--- src/rtl/izh_pkg.sv ---
// Shared Q8.8 fixed-point types and a saturation helper for the Izhikevich datapath.
// Latency: none (types, constants and a combinational function only).
// Backpressure: not applicable.
package izh_pkg;

  typedef logic signed [15:0] q8_8_t;

  localparam q8_8_t Q_MAX = 16'sh7FFF;
  localparam q8_8_t Q_MIN = 16'sh8000;

  // Widest accumulator any caller needs: 16-bit weights, up to 32 synapses
  // (5 growth bits) plus 2 bits for the decayed current and the bias.
  localparam int ACC_MAX_W = 16 + 5 + 2;

  typedef struct packed {
    q8_8_t val;
    logic  clip;
  } sat_res_t;

  // Callers sign-extend their accumulator to ACC_MAX_W before calling.
  function automatic sat_res_t sat_q8_8(input logic signed [ACC_MAX_W-1:0] wide);
    sat_res_t r;
    if (wide > ACC_MAX_W'(Q_MAX)) begin
      r.val  = Q_MAX;
      r.clip = 1'b1;
    end else if (wide < ACC_MAX_W'(Q_MIN)) begin
      r.val  = Q_MIN;
      r.clip = 1'b1;
    end else begin
      r.val  = wide[15:0];
      r.clip = 1'b0;
    end
    return r;
  endfunction

endpackage

--- src/rtl/izh_weight_sum.sv ---
// Masked adder: sums the weights whose spike bit is set, signed, without saturation.
// Latency: combinational; the result is registered by the caller.
// Backpressure: none; ports: weights (N_SYN x Q8.8), mask (spike vector), sum (SUM_W bits).
module izh_weight_sum
  import izh_pkg::*;
#(
  parameter int N_SYN = 8,
  parameter int SUM_W = 16 + $clog2(N_SYN)
) (
  input  q8_8_t [N_SYN-1:0]        weights,
  input  logic  [N_SYN-1:0]        mask,
  output logic signed [SUM_W-1:0]  sum
);

  always_comb begin
    q8_8_t w_i;
    sum = '0;
    w_i = '0;
    for (int i = 0; i < N_SYN; i++) begin
      w_i = weights[i];
      if (mask[i]) begin
        sum = sum + SUM_W'(w_i);
      end
    end
  end

endmodule

--- src/rtl/izh_synapse_current.sv ---
// Synaptic current generator: spikes add programmable weights, current decays by I>>>TAU_SHIFT.
// Latency: 2 cycles spike-to-I_syn (stage 1 weight sum, stage 2 decay/accumulate/clip).
// Backpressure: none; en=0 freezes both stages and drops spikes. Optional I_bias with SYN_BIAS_EN.
//
// Ports: clk, rst (async active-low), en, pre_spike[N_SYN], w_we/w_addr/w_data (weight write),
//        I_bias (only when SYN_BIAS_EN is defined), I_syn (Q8.8 out), sat (clip pulse).
module izh_synapse_current
  import izh_pkg::*;
#(
  parameter int N_SYN     = 8,
  parameter int TAU_SHIFT = 4,
  localparam int AW       = $clog2(N_SYN)
) (
  input  logic             clk,
  input  logic             rst,
  input  logic             en,
  input  logic [N_SYN-1:0] pre_spike,
  input  logic             w_we,
  input  logic [AW-1:0]    w_addr,
  input  logic [15:0]      w_data,
`ifdef SYN_BIAS_EN
  input  q8_8_t            I_bias,
`endif
  output q8_8_t            I_syn,
  output logic             sat
);

  localparam int SUM_W = 16 + AW;
  localparam int ACC_W = SUM_W + 2;

  // Weight file
  q8_8_t [N_SYN-1:0] w_q;

  always_ff @(posedge clk or negedge rst) begin
    if (!rst) begin
      w_q <= '0;
    end else if (w_we) begin
      w_q[w_addr] <= w_data;
    end
  end

  // Stage 1: masked sum, registered. Reads w_q before this edge's write lands,
  // so a same-cycle write and spike on one index uses the old weight.
  logic signed [SUM_W-1:0] sum_d;
  logic signed [SUM_W-1:0] sum_q;

  izh_weight_sum #(
    .N_SYN (N_SYN),
    .SUM_W (SUM_W)
  ) u_weight_sum (
    .weights (w_q),
    .mask    (pre_spike),
    .sum     (sum_d)
  );

  // Stage 2: decay, accumulate, clip
  logic signed [ACC_W-1:0]     i_ext;
  logic signed [ACC_W-1:0]     bias_ext;
  logic signed [ACC_W-1:0]     acc;
  logic signed [ACC_MAX_W-1:0] acc_wide;
  sat_res_t                    res;

  always_comb begin
    i_ext = ACC_W'(I_syn);
`ifdef SYN_BIAS_EN
    bias_ext = ACC_W'(I_bias);
`else
    bias_ext = '0;
`endif
    // >>> floors, so small positive residues stick and negatives settle at 0 or -1.
    acc      = i_ext - (i_ext >>> TAU_SHIFT) + ACC_W'(sum_q) + bias_ext;
    acc_wide = ACC_MAX_W'(acc);
    res      = sat_q8_8(acc_wide);
  end

  always_ff @(posedge clk or negedge rst) begin
    if (!rst) begin
      sum_q <= '0;
      I_syn <= '0;
      sat   <= 1'b0;
    end else if (en) begin
      sum_q <= sum_d;
      I_syn <= res.val;
      sat   <= res.clip;
    end else begin
      sat   <= 1'b0;
    end
  end

endmodule
--- config.mk ---
export PLATFORM = sky130hd
export DESIGN_NAME = izh_synapse_current
export DESIGN_NICKNAME = d
export VERILOG_FILES = /design/src/rtl/izh_pkg.sv /design/src/rtl/izh_weight_sum.sv /design/src/rtl/izh_synapse_current.sv
export SDC_FILE = /design/constraint.sdc
export NUM_CORES = 1
export LEC_CHECK = 0
export CORE_ASPECT_RATIO = 1.2
export CORE_MARGIN = 1
export CORE_UTILIZATION = 47
export CTS_CLUSTER_SIZE = 24
export DETAILED_ROUTE_END_ITERATION = 10
export SKIP_LAST_GASP = 1
export SLEW_MARGIN = 30
export SYNTH_ARGS = -nofsm -noshare
export SYNTH_HDL_FRONTEND = slang
export SYNTH_SLANG_ARGS = --single-unit
--- constraint.sdc ---
create_clock -name clk -period 28.6 [get_ports clk]
set_input_delay 5.72 -clock clk [delete_from_list [all_inputs] [get_ports clk]]
set_output_delay 5.72 -clock clk [all_outputs]
set_load 0.02 [all_outputs]
==> flow_metrics.py, run 1 <==
metrics = {
    "critical_path": {
        "critPathRequiredTime_ns": 28.91,
        "worst_r2r_path_depth": 54,
        "r2r_slack_ns": 16.62,
        "startpoint_type": "primary input",
        "max_stage_delay_ns": 0.43,
        "path_depth": 55,
        "r2r_end": "sum_q[18]",
        "r2r-start": "w_q[1]",
        "arrival_ns": 17.51,
        "path_common_cell": "ha_1",
        "critPathCaptureType": "flip-flop",
        "crit_fanout": 28,
        "critPathBufInv": 1,
        "cpMaxStageDelayCell": "xnor3_1",
        "critical_path_class": "in -> reg",
        "cp_top_family": "compound AO/OA/AOI/OAI gates",
    },
    "routing": {
        "postRouteAntennaNets": 0,
        "first_pass_iters": 8,
        "wl_per_cell_microns": 17.8,
        "vias_per_cell": 5.80,
        "wirelength_microns": 38500,
        "vias": 12524,
        "first_iter_violations": 536,
        "drc": 4,
    },
    "logic_synthesis": {
        "syn_inst": 1716,
        "post-synth-top-count-cell": "dfrtp_1",
        "synth_common_cells": "dfrtp_1, ha_1, mux2_2",
        "synth_top_area_share_pct": 27.0,
        "synth_edf_count": 0,
        "syn_nets": 1918,
        "synth-main-ff-cell": "dfrtp_1",
        "seq_area_frac_synth_pct": 27.0,
        "ys_ff_latch": 164,
        "yosysUniqueCellTypes": 80,
        "ys_async_sr_fraction_pct": 100,
        "synth_area_leaders": "dfrtp_1, ha_1, mux2_2",
        "synth_top_area_cell": "dfrtp_1",
        "syn_area_sq_mm": 0.0152,
        "avgSynthCellArea_sq_um": 8.86,
        "ys_warn_count": 0,
    },
    "finish": {
        "fin_nets": 1946,
        "antenna_cells": 0,
        "drive_gt1_share_pct": 12.5,
        "fin_area_sq_mm": 0.0167,
        "synthToLayoutAreaGrowth_pct": 9.67,
    },
    "timing": {
        "tightest_slew_ns": 0.898,
        "fin_worst_skew_ns": 0.0122,
        "rsz0062_at_grt": "no",
        "fin_crit_sh_pct": 60.1,
        "fin_ws_ns": 11.40,
        "hold_viol_final": 0,
        "finalSetupViolCount": 0,
        "fin_crit_ns": 17.20,
        "fin_tns_setup_ns": 0,
        "slew_headroom_pct": 39.9,
        "timing.hold.ws_ns": 0.500,
        "max_freq_mhz": 58.1,
        "maxSlewViolCount": 0,
    },
    "floorplan": {
        "num_rows": 71,
        "die_area_sq_mm": 0.0331,
        "start_util_pct": 48.0,
        "die_y_microns": 199,
        "core-area_sq_mm": 0.0316,
        "die_w_microns": 166,
        "ios": 48,
    },
    "run_status": {
        "status": "finished with violations",
        "violations": "design-rule violations",
    },
    "placement": {
        "port_buffers": 47,
        "place_area_sq_mm": 0.0161,
        "pre_cts_ws_ns": 10.22,
        "place_hpwl_microns": 30400,
        "gp_congestion": 0.979,
    },
    "run": {
        "cap_viol_max_count": 0,
    },
    "hold_path": {
        "hold_path_class": "reg -> reg",
        "min_to": "w_q[15]",
        "hold_depth": 1,
        "hp-start": "w_q[15]",
    },
    "clocking": {
        "ctsHoldBuffers": 0,
        "cts-root-buf": "clkbuf_16",
        "clock-sinks": 164,
        "clk_pin_slew_worst_paths_ns": 0.07,
        "post_cts.repair.setup_buffers": 0,
        "h-tree-depth": 4,
        "cts_buffers": 17,
        "clk_latency_ns": 0.45,
        "cts_tree": "done",
        "cts_resized": 0,
        "clockBufferDepth": 2,
    },
    "grt": {
        "grt_pass1_vias": 12609,
        "grt_max_degree": 72,
        "grt_pass1_wl_microns": 62700,
        "grt-ovfl-total": 0,
        "grt_antenna_before_repair": 0,
        "grt_usage_pct": 24.0,
    },
}
## kinds of logic (layout without fill, tap and decap cells)
group | Yosys count | count (layout) | share of synthesized area, %
multiplexers | 163 | 163 | 12.1
adder cells (fa/ha/maj) | 172 | 172 | 15.2
flip-flops | 164 | 164 | 27.0
buffers and inverters | 193 | 234 | 4.88
AND/OR/NAND/NOR | 415 | 415 | 12.9
AO/OA/AOI/OAI | 494 | 494 | 21.2
XOR/XNOR | 115 | 115 | 6.72
## flip-flops by register name, indices dropped and copies added, names as in the netlist
signal,cells
I_syn,16
sat,1
sum_q,19
w_q,128
## worst max-delay path by stage
stage	startpoint	to	slack [ns]
6_report	pre_spike[0]	sum_q[18]	11.40
5_1_grt	pre_spike[0]	sum_q[18]	10.47
4_1_cts	pre_spike[0]	sum_q[18]	10.66
3_5_place_dp	pre_spike[0]	sum_q[18]	10.22
3_3_place_gp	pre_spike[0]	sum_q[18]	10.61
2_1_floorplan	pre_spike[0]	sum_q[18]	12.18
## layer usage
layer | wire length (microns) | GRT usage (%)
met1 | 16300 | 26.7
met2 | 20200 | 46.3
met3 | 846 | 2.61
met4 | 1100 | 9.90
met5 | 0 | 0
## area by class of cell
type | instances | area, sq um
well taps | 401 | 502
multi-input cells | 1359 | 10400
inverters | 136 | 510
clock buffers | 19 | 443
clock inverters | 13 | 125
repair buffers | 66 | 609
fillers | 2916 | 15000
flip-flops and latches | 164 | 4100
## cells in the final DEF, fill, tap and decap left out, types with 6 or more instances in the layout
master,synthesis,final
nor4_1,7,7
o21ai_1,33,33
nand2b_1,20,20
nor3b_1,11,9
a211o_1,7,7
nor2_1,106,105
fa_1,21,21
nand4_1,8,8
clkdlybuf4s50_1,0,45
a21o_1,50,50
a31oi_1,22,22
nand3_1,29,29
xor2_1,44,44
a22oi_1,17,17
a211oi_1,13,13
inv_1,133,133
a21oi_1,125,125
dfrtp_1,164,164
ha_1,150,150
mux2i_1,10,10
o21ai_0,71,71
o31ai_1,8,8
and3_1,10,10
mux2_2,150,150
o31a_1,6,6
clkbuf_16,0,17
o22ai_1,10,10
o21a_1,30,30
o211ai_1,21,21
xnor2_1,70,70
nor3_1,28,26
a311oi_1,6,6
buf_4,4,19
or3_1,7,7
o21bai_1,17,17
nor2b_1,15,15
and2_1,8,8
nand2_1,143,143
## stage by stage
step	utilization (%)	instances
6_report	52.7	2158
3_3_place_gp	50.8	2122
3_5_place_dp	50.9	2125
4_1_cts	52.7	2157
5_1_grt	52.7	2158
2_1_floorplan	-	1716
Power of run 1 is left out: the tool's default activity adds up to more than one toggle a clock period on the data nets, which glitch-free logic cannot reach.
==> inputs of run 2 (changes only) <==
==> constraint.sdc (replaced) <==
create_clock -name clk -period 17.1 [get_ports clk]
set_input_delay 3.42 -clock clk [delete_from_list [all_inputs] [get_ports clk]]
set_output_delay 3.42 -clock clk [all_outputs]
set_load 0.02 [all_outputs]
==> flow_metrics.py, run 2 (synthesis results as in run 1) <==
metrics = {
    "run_status": {
        "status": "finished with violations",
        "violations": "design-rule violations",
    },
    "critical_path": {
        "cp_top_family": "compound AO/OA/AOI/OAI gates",
        "max_stage_delay_ns": 0.43,
        "critPathCaptureType": "flip-flop",
        "critical_path_class": "in -> reg",
        "path_depth": 57,
        "startpoint_type": "primary input",
        "path_common_cell": "ha_1",
        "critPathRequiredTime_ns": 17.41,
        "critPathBufInv": 3,
        "worst_r2r_path_depth": 55,
        "arrival_ns": 15.47,
        "cpMaxStageDelayCell": "xnor3_1",
        "crit_fanout": 28,
    },
    "finish": {
        "antenna_cells": 0,
        "final_common_cell": "dfrtp_1",
        "fillers": 2893,
        "reg_top3": "w_q (128), sum_q (19), I_syn (16)",
        "fin_util_pct": 53.0,
        "synthToLayoutAreaGrowth_pct": 10.2,
        "multi_input_area_sq_mm": 0.0104,
        "final-seq-area_sq_mm": 0.00410,
        "largest_register_ffs": 128,
        "top_register": "w_q",
        "final_cell_mix": "dfrtp_1, mux2_2, ha_1",
        "drive_gt1_share_pct": 12.5,
        "fin_nets": 1947,
    },
    "timing": {
        "maxSlewViolCount": 0,
        "fin_crit_sh_pct": 88.7,
        "slew_headroom_pct": 40.0,
        "max_freq_mhz": 65.9,
        "fin_crit_ns": 15.16,
        "rsz0062_at_grt": "no",
        "hold_viol_final": 0,
        "tightest_slew_ns": 0.896,
        "finalSetupViolCount": 0,
        "fin_tns_setup_ns": 0,
        "fin_worst_skew_ns": 0.0145,
    },
    "clocking": {
        "cts_buffers": 17,
        "clk_pin_slew_worst_paths_ns": 0.08,
        "cts-root-buf": "clkbuf_16",
        "h-tree-depth": 4,
        "post_cts.repair.setup_buffers": 0,
        "ctsHoldBuffers": 0,
        "clock-sinks": 164,
        "clk_latency_ns": 0.45,
        "clockBufferDepth": 2,
        "cts_tree": "done",
        "cts_resized": 0,
    },
    "floorplan": {
        "ios": 48,
        "core-area_sq_mm": 0.0316,
        "die_area_sq_mm": 0.0331,
        "num_rows": 71,
        "die_y_microns": 199,
        "start_util_pct": 48.0,
        "die_w_microns": 166,
    },
    "placement": {
        "port_buffers": 47,
        "place_hpwl_microns": 30400,
        "gp_congestion": 0.975,
    },
    "routing": {
        "wirelength_microns": 38600,
        "vias": 12520,
        "wl_per_cell_microns": 17.9,
        "first_iter_violations": 510,
        "first_pass_iters": 10,
        "postRouteAntennaNets": 0,
        "drc": 3,
        "vias_per_cell": 5.80,
    },
    "hold_path": {
        "hold_depth": 2,
        "hold_path_class": "reg -> reg",
    },
    "grt": {
        "grt_pass1_wl_microns": 63500,
        "grt_max_degree": 71,
        "grt-ovfl-total": 0,
        "grt_pass1_vias": 12714,
        "grt_usage_pct": 24.3,
        "grt_antenna_before_repair": 0,
    },
    "run": {
        "cap_viol_max_count": 0,
    },
}
[run 2: stage by stage]
| step | area [sq um] | std cells | hold WS, ns | setup WS [ns] |
|---|---|---|---|---|
| global route | 16700 | 2159 | 0.513 | 0.982 |
| detailed placement | 16100 | 2126 | 0.480 | 1.60 |
| floorplan | 15200 | 1716 | 0.456 | 2.98 |
| global placement | 16100 | 2123 | 0.471 | 1.90 |
| finish | 16700 | 2159 | 0.501 | 1.94 |
| CTS | 16700 | 2158 | 0.504 | 2.04 |
[run 2: worst paths after layout]
| kind | from | to | slack [ns] |
|---|---|---|---|
| worst max-delay path | pre_spike[0] | sum_q[18] | 1.94 |
| worst min-delay path | sum_q[8] | sum_q[8] | 0.50 |
| worst max register to register | w_q[0] | sum_q[18] | 5.16 |
| worst min register to register | sum_q[8] | sum_q[8] | 0.50 |
| max in group asynchronous | rst | w_q[45] | 12.93 |
| min in group asynchronous | rst | w_q[31] | 2.99 |
[run 2: tightest hold or removal path: stages (launching register included)]
cell and delay, ns:
dfrtp_1 0.35, nand2_1 0.06, o221ai_1 0.06
[run 2: layout make-up]
| cell class | count | share of cell area, % |
|---|---|---|
| clock inverters | 15 | 1.24 |
| clock buffers | 17 | 2.54 |
| inverters | 136 | 3.05 |
| multi-input cells | 1359 | 61.9 |
| well taps | 401 | 3.00 |
| repair buffers | 67 | 3.75 |
| flip-flops and latches | 164 | 24.5 |
[run 2: per-layer routing]
| metal | wire, microns | global-route usage (%) | vias up |
|---|---|---|---|
| met3 | 1020 | 2.53 | 64 |
| li1 | - | - | 6242 |
| met1 | 16300 | 27.2 | 5990 |
| met2 | 20200 | 47.0 | 224 |
| met5 | 0 | 0 | - |
| met4 | 1120 | 9.48 | 0 |
Power of run 2 is left out for the same reason.
==> inputs of run 3 (changes only) <==
--- a/config.mk
+++ b/config.mk
@@ -10,6 +10,7 @@
 export CORE_UTILIZATION = 47
 export CTS_CLUSTER_SIZE = 24
 export DETAILED_ROUTE_END_ITERATION = 10
+export PLACE_DENSITY = 0.66
 export SKIP_LAST_GASP = 1
 export SLEW_MARGIN = 30
 export SYNTH_ARGS = -nofsm -noshare
==> flow_metrics.py, run 3 (synthesis results as in run 1) <==
metrics = {
    "run_status": {
        "status": "finished with violations",
        "violations": "design-rule violations",
    },
    "timing": {
        "fin_crit_sh_pct": 88.9,
        "fin_tns_setup_ns": 0,
        "tightest_slew_ns": 0.861,
        "hold_viol_final": 0,
        "finalSetupViolCount": 0,
        "slew_headroom_pct": 42.2,
        "max_freq_mhz": 65.7,
        "fin_worst_skew_ns": 0.0163,
        "maxSlewViolCount": 0,
        "fin_crit_ns": 15.21,
        "rsz0062_at_grt": "no",
    },
    "floorplan": {
        "die_w_microns": 166,
        "start_util_pct": 48.0,
        "ios": 48,
        "core-area_sq_mm": 0.0316,
        "die_y_microns": 199,
        "num_rows": 71,
        "die_area_sq_mm": 0.0331,
    },
    "grt": {
        "grt_antenna_before_repair": 0,
        "grt_max_degree": 106,
        "grt-ovfl-total": 0,
        "grt_usage_pct": 24.1,
        "grt_pass1_wl_microns": 63900,
        "grt_pass1_vias": 13093,
    },
    "routing": {
        "wirelength_microns": 38200,
        "postRouteAntennaNets": 0,
        "vias": 12774,
        "first_iter_violations": 534,
        "vias_per_cell": 5.92,
        "wl_per_cell_microns": 17.7,
        "drc": 4,
        "first_pass_iters": 9,
    },
    "critical_path": {
        "max_stage_delay_ns": 0.44,
        "arrival_ns": 15.52,
        "cpMaxStageDelayCell": "xnor3_1",
        "critPathCaptureType": "flip-flop",
        "startpoint_type": "primary input",
        "critPathRequiredTime_ns": 17.41,
        "worst_r2r_path_depth": 54,
        "path_common_cell": "ha_1",
        "critical_path_class": "in -> reg",
        "crit_fanout": 28,
        "cp_top_family": "compound AO/OA/AOI/OAI gates",
        "critPathBufInv": 2,
        "path_depth": 56,
    },
    "clocking": {
        "cts_tree": "done",
        "ctsHoldBuffers": 0,
        "clock-sinks": 164,
        "post_cts.repair.setup_buffers": 0,
        "cts-root-buf": "clkbuf_16",
        "cts_buffers": 17,
        "clk_latency_ns": 0.45,
        "h-tree-depth": 4,
        "clockBufferDepth": 2,
        "cts_resized": 0,
        "clk_pin_slew_worst_paths_ns": 0.08,
    },
    "finish": {
        "multi_input_area_sq_mm": 0.0104,
        "final_cell_mix": "dfrtp_1, mux2_2, ha_1",
        "final-seq-area_sq_mm": 0.00410,
        "largest_register_ffs": 128,
        "drive_gt1_share_pct": 12.5,
        "reg_top3": "w_q (128), sum_q (19), I_syn (16)",
        "fin_cells": 2158,
        "synthToLayoutAreaGrowth_pct": 9.84,
        "top_register": "w_q",
        "fin_nets": 1946,
        "final_common_cell": "dfrtp_1",
        "antenna_cells": 0,
        "fillers": 2878,
    },
    "run": {
        "cap_viol_max_count": 0,
    },
    "hold_path": {
        "hold_path_class": "reg -> reg",
        "hold_depth": 2,
    },
    "placement": {
        "dp.cells": 2124,
        "gp_congestion": 0.949,
        "place_hpwl_microns": 29600,
        "port_buffers": 47,
    },
}
[run 3: through the flow]
step / util [%] / cell area [sq um] / hold slack, ns / setup WS [ns]
2_1_floorplan: - / 15200 / 0.456 / 2.98
3_3_place_gp: 50.8 / 16100 / 0.475 / 1.94
3_5_place_dp: 50.9 / 16100 / 0.486 / 1.56
4_1_cts: 52.7 / 16700 / 0.506 / 1.99
5_1_grt: 52.8 / 16700 / 0.526 / 0.890
6_report: 52.8 / 16700 / 0.501 / 1.89
[run 3: worst paths after layout]
check / startpoint / to / slack (ns)
max: pre_spike[0] / sum_q[18] / 1.89
min: sum_q[8] / sum_q[8] / 0.50
max reg2reg: w_q[0] / sum_q[18] / 5.12
min reg2reg: sum_q[8] / sum_q[8] / 0.50
max in group asynchronous: rst / sum_q[2] / 12.66
min in group asynchronous: rst / w_q[46] / 3.05
[run 3: area by class of cell]
class,count,area share (%)
flip-flops and latches,164,24.6
repair buffers,66,3.74
multi-input cells,1359,62.1
well taps,401,3.01
clock inverters,14,0.832
inverters,136,3.06
clock buffers,18,2.63
[run 3: worst reg2reg max path: cells and delay by family (launching register included)]
kind                       cells  cell delay, ns
AOI/OAI and AO/OA             24            5.21
adders and majority gates      9            2.86
and+or+nand+nor               13            1.73
xor gates and xnor gates       7            1.36
DFF                            1            0.38
muxes                          1            0.27
[run 3: routing by layer]
metal	share of wire (%)	wire length (microns)	vias to the layer above	track usage, %
met5	0	0	-	0
met3	2.6	977	74	2.37
met4	3.1	1180	0	9.87
met1	42	16200	6197	27.1
met2	52	19800	241	46.5
li1	-	-	6262	-
Power of run 3 is left out for the same reason.
